### src/rtl/grant_burst_ctrl_pkg.sv
// Shared types and defaults for the grant burst controller.
package grant_burst_ctrl_pkg;

  localparam int NUM_REQ_DEF = 4;
  localparam int LEN_W_DEF   = 4;

  typedef enum logic [1:0] {
    ST_IDLE = 2'd0,
    ST_XFER = 2'd1,
    ST_DONE = 2'd2
  } state_e;

  // Index width that never collapses to zero bits for a single requester.
  function automatic int idx_width(input int n);
    return (n > 1) ? $clog2(n) : 1;
  endfunction

endpackage

### src/rtl/grant_burst_ctrl_onehot_to_idx.sv
// Converts a grant vector to its set-bit index plus one-hot / multi-hot flags.
// Purely combinational; no backpressure.
module onehot_to_idx
  import grant_burst_ctrl_pkg::*;
#(
  parameter int N     = NUM_REQ_DEF,
  parameter int IDX_W = idx_width(N)
) (
  input  logic [N-1:0]     vec,
  output logic [IDX_W-1:0] idx,
  output logic             vld,
  output logic             multi
);

  logic             any_set;
  logic             more_than_one;
  logic [N-1:0]     low_cleared;

  // Clearing the lowest set bit leaves something only if two or more bits were set.
  assign low_cleared   = vec & (vec - N'(1));
  assign any_set       = |vec;
  assign more_than_one = |low_cleared;
  assign vld           = any_set && !more_than_one;
  assign multi         = more_than_one;

  always_comb begin
    idx = '0;
    for (int i = 0; i < N; i++) begin
      if (vec[i]) begin
        idx = idx | IDX_W'(i);
      end
    end
  end

endmodule

### src/rtl/grant_burst_ctrl.sv
// Turns a one-hot grant into a burst of beats and pulses done to the owner.
// Latency: grant to first beat 1 cycle, last accepted beat to done 1 cycle.
// Backpressure: beat_valid holds with owner/beat_idx stable until beat_ready.
module grant_burst_ctrl
  import grant_burst_ctrl_pkg::*;
#(
  parameter int NUM_REQ = NUM_REQ_DEF,
  parameter int LEN_W   = LEN_W_DEF,
  localparam int OWN_W  = idx_width(NUM_REQ)
) (
  input  logic                     clk,
  input  logic                     reset,
  input  logic [NUM_REQ-1:0]       gnt,
  input  logic [NUM_REQ*LEN_W-1:0] burst_len,
  input  logic                     beat_ready,
  output logic                     beat_valid,
  output logic [OWN_W-1:0]         owner,
  output logic [LEN_W-1:0]         beat_idx,
  output logic                     busy,
  output logic [NUM_REQ-1:0]       done,
  output logic                     gnt_err
);

  state_e               state_q, state_d;
  logic [OWN_W-1:0]     owner_q, owner_d;
  logic [LEN_W-1:0]     beat_idx_q, beat_idx_d;
  logic [LEN_W-1:0]     remaining_q, remaining_d;
  logic                 beat_valid_q, beat_valid_d;
  logic                 busy_q, busy_d;
  logic [NUM_REQ-1:0]   done_q, done_d;
  logic                 gnt_err_q, gnt_err_d;

  logic [OWN_W-1:0]     gnt_idx;
  logic                 gnt_vld;
  logic                 gnt_multi;
  logic [LEN_W-1:0]     sel_len;

  onehot_to_idx #(
    .N     (NUM_REQ),
    .IDX_W (OWN_W)
  ) u_onehot_to_idx (
    .vec   (gnt),
    .idx   (gnt_idx),
    .vld   (gnt_vld),
    .multi (gnt_multi)
  );

  assign sel_len = burst_len[gnt_idx*LEN_W +: LEN_W];

  always_comb begin
    state_d      = state_q;
    owner_d      = owner_q;
    beat_idx_d   = beat_idx_q;
    remaining_d  = remaining_q;
    beat_valid_d = 1'b0;
    busy_d       = 1'b0;
    done_d       = '0;
    gnt_err_d    = 1'b0;

    case (state_q)
      ST_IDLE: begin
        if (gnt_vld) begin
          owner_d      = gnt_idx;
          beat_idx_d   = '0;
          // A zero-length request still moves one beat.
          remaining_d  = (sel_len == '0) ? LEN_W'(1) : sel_len;
          state_d      = ST_XFER;
          beat_valid_d = 1'b1;
          busy_d       = 1'b1;
        end else if (gnt_multi) begin
          gnt_err_d    = 1'b1;
        end
      end

      ST_XFER: begin
        beat_valid_d = 1'b1;
        busy_d       = 1'b1;
        if (beat_valid_q && beat_ready) begin
          if (remaining_q == LEN_W'(1)) begin
            // Last beat: beat_idx is held so a full-length burst never wraps.
            state_d      = ST_DONE;
            beat_valid_d = 1'b0;
            done_d       = NUM_REQ'(1) << owner_q;
          end else begin
            beat_idx_d  = beat_idx_q + LEN_W'(1);
            remaining_d = remaining_q - LEN_W'(1);
          end
        end
      end

      ST_DONE: begin
        state_d    = ST_IDLE;
        beat_idx_d = '0;
      end

      default: begin
        state_d = ST_IDLE;
      end
    endcase
  end

  always_ff @(posedge clk) begin
    if (reset) begin
      state_q      <= ST_IDLE;
      owner_q      <= '0;
      beat_idx_q   <= '0;
      remaining_q  <= '0;
      beat_valid_q <= 1'b0;
      busy_q       <= 1'b0;
      done_q       <= '0;
      gnt_err_q    <= 1'b0;
    end else begin
      state_q      <= state_d;
      owner_q      <= owner_d;
      beat_idx_q   <= beat_idx_d;
      remaining_q  <= remaining_d;
      beat_valid_q <= beat_valid_d;
      busy_q       <= busy_d;
      done_q       <= done_d;
      gnt_err_q    <= gnt_err_d;
    end
  end

  assign beat_valid = beat_valid_q;
  assign owner      = owner_q;
  assign beat_idx   = beat_idx_q;
  assign busy       = busy_q;
  assign done       = done_q;
  assign gnt_err    = gnt_err_q;

endmodule
### config.mk
export PLATFORM = sky130hd
export DESIGN_NAME = grant_burst_ctrl
export DESIGN_NICKNAME = d
export VERILOG_FILES = /design/src/rtl/grant_burst_ctrl_pkg.sv /design/src/rtl/grant_burst_ctrl_onehot_to_idx.sv /design/src/rtl/grant_burst_ctrl.sv
export SDC_FILE = /design/constraint.sdc
export NUM_CORES = 1
export LEC_CHECK = 0
export ABC_AREA = 1
export CORE_ASPECT_RATIO = 1.5
export CORE_MARGIN = 2
export CORE_UTILIZATION = 32
export CTS_CLUSTER_DIAMETER = 80
export CTS_CLUSTER_SIZE = 14
export DETAILED_ROUTE_END_ITERATION = 7
export SYNTH_ARGS = -nofsm -noshare
export SYNTH_HDL_FRONTEND = slang
export SYNTH_HIERARCHICAL = 1
export SYNTH_SLANG_ARGS = --single-unit
### constraint.sdc
create_clock -name clk -period 1.6 [get_ports clk]
set_input_delay 0.24 -clock clk [delete_from_list [all_inputs] [get_ports clk]]
set_output_delay 0.24 -clock clk [all_outputs]
set_load 0.005 [all_outputs]
* Yosys cells after proc, flatten, opt, wreduce, memory -nomap -nowiden
Cells that the tools add are included.
W data, S select, Z words.
** Storage, ports and cells
- Register bits after elaboration :: 19
- Input bits :: 23
- Output and inout bits :: 13
- Logic and storage cells :: 62
** Operators by class
- Add/sub/neg operators :: 3
- Eq/ne operators :: 7
- Shifts and indexed selects :: 2
- Multiplexer cells :: 22
- Bitwise logic cells :: 5
- Reduce and logical (&&, ||, !) cells :: 15
** Operators with widths (count)
- $mux W4 :: 7
- $shiftx A16 B5 Y4 :: 1
- $pmux W4 S3 :: 1
- $reduce_or A4 Y1 :: 3
- $mux W2 :: 5
- $ne A2 B2 Y1 const B :: 4
- $pmux W4 S2 :: 1
- $reduce_and A4 Y1 :: 2
- $sub A4 B1 Y4 const B :: 2
- $mux W1 :: 5
- $add A4 B1 Y4 const B :: 1
- $and A4 B4 Y4 :: 1
- $eq A4 B1 Y1 const B :: 1
- $logic_not A4 Y1 :: 1
- $not A1 Y1 :: 4
- $pmux W1 S2 :: 2
- $pmux W2 S2 :: 1
- $shl A1 B2 Y4 const A :: 1
- $reduce_and A3 Y1 :: 1
- $reduce_bool A3 Y1 :: 1
- $reduce_or A3 Y1 :: 1
- $eq A2 B1 Y1 const B :: 1
- $eq A2 B2 Y1 const B :: 1
- $logic_and A1 B1 Y1 :: 2
- 4 further kinds :: 4

* Depth between registers and ports, before layout
- Depth after elaboration :: 8
- Mapped depth :: 13

* Hierarchy
Netlist, hierarchy kept.
** By module, submodules not included
- grant_burst_ctrl :: times used 1, cells each 150, area an instance 998.5 µm², sequential area each 380.4 µm²
- onehot_to_idx :: times used 1, cells each 13, area an instance 56.3 µm², sequential area each 0.0 µm²

* Worst setup path before layout
No wires, ideal clock.
- Path type :: register -> register
- Start :: reg remaining_q[1]
- End :: reg beat_idx_q[1] (netlist: beat_idx[1])
- Library setup time :: 116 ps
- Arrival :: 1189 ps
- Data required time :: 1484 ps
- Path slack :: 296 ps
- Cell stages (with the launch flop) :: 10
- Period minus slack after synthesis :: 1304 ps
- Path through :: dfxtp_1 > inv_1 > ha_1 > nand3_1 > nand2_1 > nand2_1 > nand2_1 > inv_1 > o21ai_0 > nor2_1
** On the way
- Cells in the longest elaborated chain, start to end :: 3
** Ends and longest elaborated chain
- from (decl) :: line grant_burst_ctrl.sv:27 : logic [LEN_W-1:0] remaining_q, remaining_d;
- from (signal assigned) :: line grant_burst_ctrl.sv:116 : remaining_q <= remaining_d;
- $eq A4 B1 Y1 :: line grant_burst_ctrl.sv:79 : if (remaining_q == LEN_W'(1)) begin
- $ne A2 B2 Y1 (no line)
- $reduce_and A4 Y1 (no line)
- to (signal assigned) :: line grant_burst_ctrl.sv:115 : beat_idx_q <= beat_idx_d;
- to (decl) :: line grant_burst_ctrl.sv:26 : logic [LEN_W-1:0] beat_idx_q, beat_idx_d;
No other way between the ends.
A chain may end at the register's enable or synchronous reset.

* Worst setup path in the final report
- Start :: in gnt[0]
- End :: reg beat_idx_q[1] (netlist: beat_idx[1])
** On the way
- Cells in the longest elaborated chain, start to end :: 7
- Elaborated cells between the ends (all ways) :: 8
- Classes of those cells :: add/sub: 1; eq/ne: 1; bitwise: 1; reduce/logical: 5
** Ends and longest elaborated chain
- from (decl) :: line grant_burst_ctrl.sv:13 : input logic [NUM_REQ-1:0] gnt,
- $sub A4 B1 Y4 :: line grant_burst_ctrl_onehot_to_idx.sv:20 : assign low_cleared = vec & (vec - N'(1));
- $and A4 B4 Y4 :: line grant_burst_ctrl_onehot_to_idx.sv:20
- $reduce_or A4 Y1 :: line grant_burst_ctrl_onehot_to_idx.sv:22 : assign more_than_one = |low_cleared;
- $logic_not A1 Y1 :: line grant_burst_ctrl_onehot_to_idx.sv:23 : assign vld = any_set && !more_than_one;
- $logic_and A1 B1 Y1 (*) :: line grant_burst_ctrl_onehot_to_idx.sv:23
- named net gnt_vld :: line grant_burst_ctrl.sv:34 : logic gnt_vld;
- $ne A2 B2 Y1 (no line) (*)
- $reduce_and A4 Y1 (no line) (*)
The timed path passes the listed nets; every way through them passes the cells marked *.

==> summary.md <==
| Metric | Value |
|---|---|
| Core region area | 3160 µm² |
| Clock Root Buffer | clkbuf_8 |
| Max_cap viols | 0 |
| Crit path DAT | 1620 ps |
| Register area | 380 µm² |
| Hold path start | owner[0] |
| RSZ-0062 raised after global routing | no |
| Slew headroom | 0.818 |
| Worst setup EP type | flip-flop |
| Most frequent cells in the layout | nand2_1, clkdlybuf4s50_1, inv_1, dfxtp_1, nor2_1 |
| Setup tns final | 0 ps |
| Worst R2R Path Depth | 9 |
| Remaining global-route overflow | 0 |
| Hold depth | 1 |
| Final net count | 238 |
| Largest net degree at the start of global routing | 12 |
| Status | completed |
| Drt pass-1 iters | 4 |
| Fill cells | 317 |
| DRT iter0 DRCs | 17 |
| Slowest stage delay, CP | 500 ps |
| Cell family with most CP delay | buffers and inverters |
| Peak supply drop | 0.331 mV |
| CP dominant cell by count | nand2_1 |
| Hold endpoint | done[0] |
| CP Max Fanout | 5 |
| CTS tree | built |
| Vias in the first global route | 1087 |
| Via/cell ratio | 4.55 |
| Mean post-synth cell area | 6.47 µm² |
| Slowest cell on crit path | clkdlybuf4s50_1 |
| Reg clk slew, reported paths | 70 ps |
| Initial antenna violation count | 0 |
| Gp weighted congestion | 0.796 |
| CP Cell Sequence | clkdlybuf4s50_1 -> nand2_1 -> nand2_1 -> nand2_1 -> nand2_1 -> inv_1 -> inv_1 -> nand2_2 -> nand2_2 -> inv_4 -> nand2_4 -> inv_2 -> o21ai_1 -> nor2_1 |
| Setup crit start kind | primary input |
| Synthesis-to-layout area growth | 53.6% |
| Fin. Hold Viols | 0 |
| Die area | 3780 µm² |
| Finished Layout Cells | 251 |
| Reg2reg setup slack | 230 ps |
| Hpwl dp | 1900 µm |
| H-tree levels | 1 |
| Worst Path Buf+Inv | 5 |
| Initial core utilization | 0.334 |
| Number of antenna-violating nets in the routed design | 0 |
| Pwr Density | 791 nW/µm² |
| CTS Sinks | 19 |
| Most common cell after layout, fill and taps aside | nand2_1 |
| Skew final | 4.24 ps |
| Max Fclk | 0.683 GHz |
| Post-Route Utilization | 0.513 |
| DRC viols | 0 |
| Area taken by multi-input logic gates | 606 µm² |
| Final design instance area without fill | 1620 µm² |
| Unique masters post-synth | 19 |
| LEAKAGE | 0.761 nW |
| # rows | 25 |
| Mapped Cells | 163 |
| Synth Warn # | 6 |
| Clock Latency Late Sink | 260 ps |
| Post-DP Area | 1510 µm² |
| Fin crit share | 0.916 |
| Worst r2r src | remaining_q[1] |
| Post-Place Cells | 245 |
| Die width | 50.9 µm |
| Final Critical Period | 1460 ps |
| I/O pin total | 36 |
| Final Slew Violations | 0 |
| WP data required | 1760 ps |
| Layout cells sized above 1 | 0.161 |
| Antenna cells | 0 |
| Final setup fails | 0 |
| Hold Crit Class | flip-flop to flip-flop |
| PortBufs | 35 |
| RR Endpoint | beat_idx[1] |
| WS Path Type | primary input to flip-flop |
| Post-synthesis cell area | 1050 µm² |
| Via total after detailed routing | 1143 |
| Total track usage | 0.143 |
| Total CTS buffers | 3 |
| Post-synthesis sequential area ratio | 0.361 |
| Deepest clock path buffer count | 2 |
| Final WL | 2380 µm |
| Die Ht | 74.3 µm |
| FF+latch count, synth | 19 |
| Mapped Nets | 189 |
| Worst-Margin Slew | 272 ps |
| Average wire per standard cell | 9.49 µm |
| First-pass GRT wire length | 4160 µm |
-- cell type report --
cell class / count / share of cell area
well taps: 40 / 0.0309
clock inverters: 1 / 0.00309
repair buffers: 46 / 0.270
multi-input cells: 117 / 0.374
flip-flops and latches: 19 / 0.235
clock buffers: 3 / 0.0255
inverters: 25 / 0.0618
-- worst reg2reg max path: stages, from the launching register on --
cell and delay, ps:
dfxtp_1 310, inv_1 110, ha_1 150, nand3_1 110
nand2_1 170, nand2_1 130, nand2_4 110, inv_2 50
o21ai_1 100, nor2_1 50
-- synthesized netlist by cell type --
cell type	count	area share
nor3b_1	1	0.0071
inv_1	22	0.078
buf_4	2	0.014
nor2_4	1	0.011
or2_2	1	0.0059
nor2_1	16	0.057
a31oi_1	1	0.0059
nor2_2	2	0.012
dfxtp_1	19	0.36
nand2_1	53	0.19
a21oi_1	13	0.062
nand3_1	11	0.052
o21ai_0	9	0.043
clkinv_1	1	0.0036
inv_2	2	0.0071
xor2_1	3	0.025
nand4_1	2	0.012
nor4_4	1	0.020
ha_1	3	0.036
-- what timing repair did --
action	CTS	global route
setup buffers	0	2
hold buffers	0	0
resized for setup	0	20
endpoints found under the setup margin	0	8
-- metrics by stage --
| stage | hold slack [ps] | setup WS, ps | power [mW] |
|---|---|---|---|
| 6_report | 478 | 135 | 1.28 |
| 5_1_grt | 499 | 1.13 | 1.37 |
| 4_1_cts | 489 | 13.5 | 1.25 |
| 3_5_place_dp | 468 | -258 | 0.915 |
| 3_3_place_gp | 465 | -203 | 0.909 |
| 2_1_floorplan | 448 | 296 | 0.752 |
-- metal layers --
| layer | vias to the layer above | global-route usage | part of all wire |
|---|---|---|---|
| met5 | - | 0 | 0 |
| met4 | 0 | 0.0931 | 0.025 |
| met3 | 5 | 0.0181 | 0.046 |
| met2 | 34 | 0.270 | 0.52 |
| met1 | 498 | 0.146 | 0.40 |
| li1 | 606 | - | - |
-- state kept, by name, summed over array words and instances, names as in the netlist --
signal and flops:
beat_idx 4, beat_valid 1, busy 1, done 4, gnt_err 1, owner 2, remaining_q 4, state_q 2
-- power by group --
group	switching [mW]	total (mW)	leakage, nW	internal (mW)
registers	0.0274	0.539	0.156	0.512
logic	0.209	0.405	0.580	0.196
clock network	0.164	0.337	0.0255	0.173
total	0.400	1.28	0.761	0.881
-- worst max path at each step --
stage                        start           to  slack (ps)  depth (start not counted)
detailed placement          gnt[1]  beat_idx[1]        -260                         14
floorplan           remaining_q[1]  beat_idx[1]         300                          9
CTS                         gnt[1]  beat_idx[1]          10                         14
global placement            gnt[3]  beat_idx[1]        -200                         14
finish                      gnt[0]  beat_idx[1]         140                         14
global route                gnt[0]  beat_idx[1]           1                         14
-- cells by family (layout without fill, tap and decap cells) --
group,Yosys count,in the layout,synth area share
AND/OR/NAND/NOR,88,88,0.365
buffers and inverters,27,75,0.103
AO/OA/AOI/OAI,23,23,0.110
flip-flops,19,19,0.361
adder cells (fa/ha/maj),3,3,0.0356
XOR/XNOR,3,3,0.0249
Power figures use the tool's default switching activity.
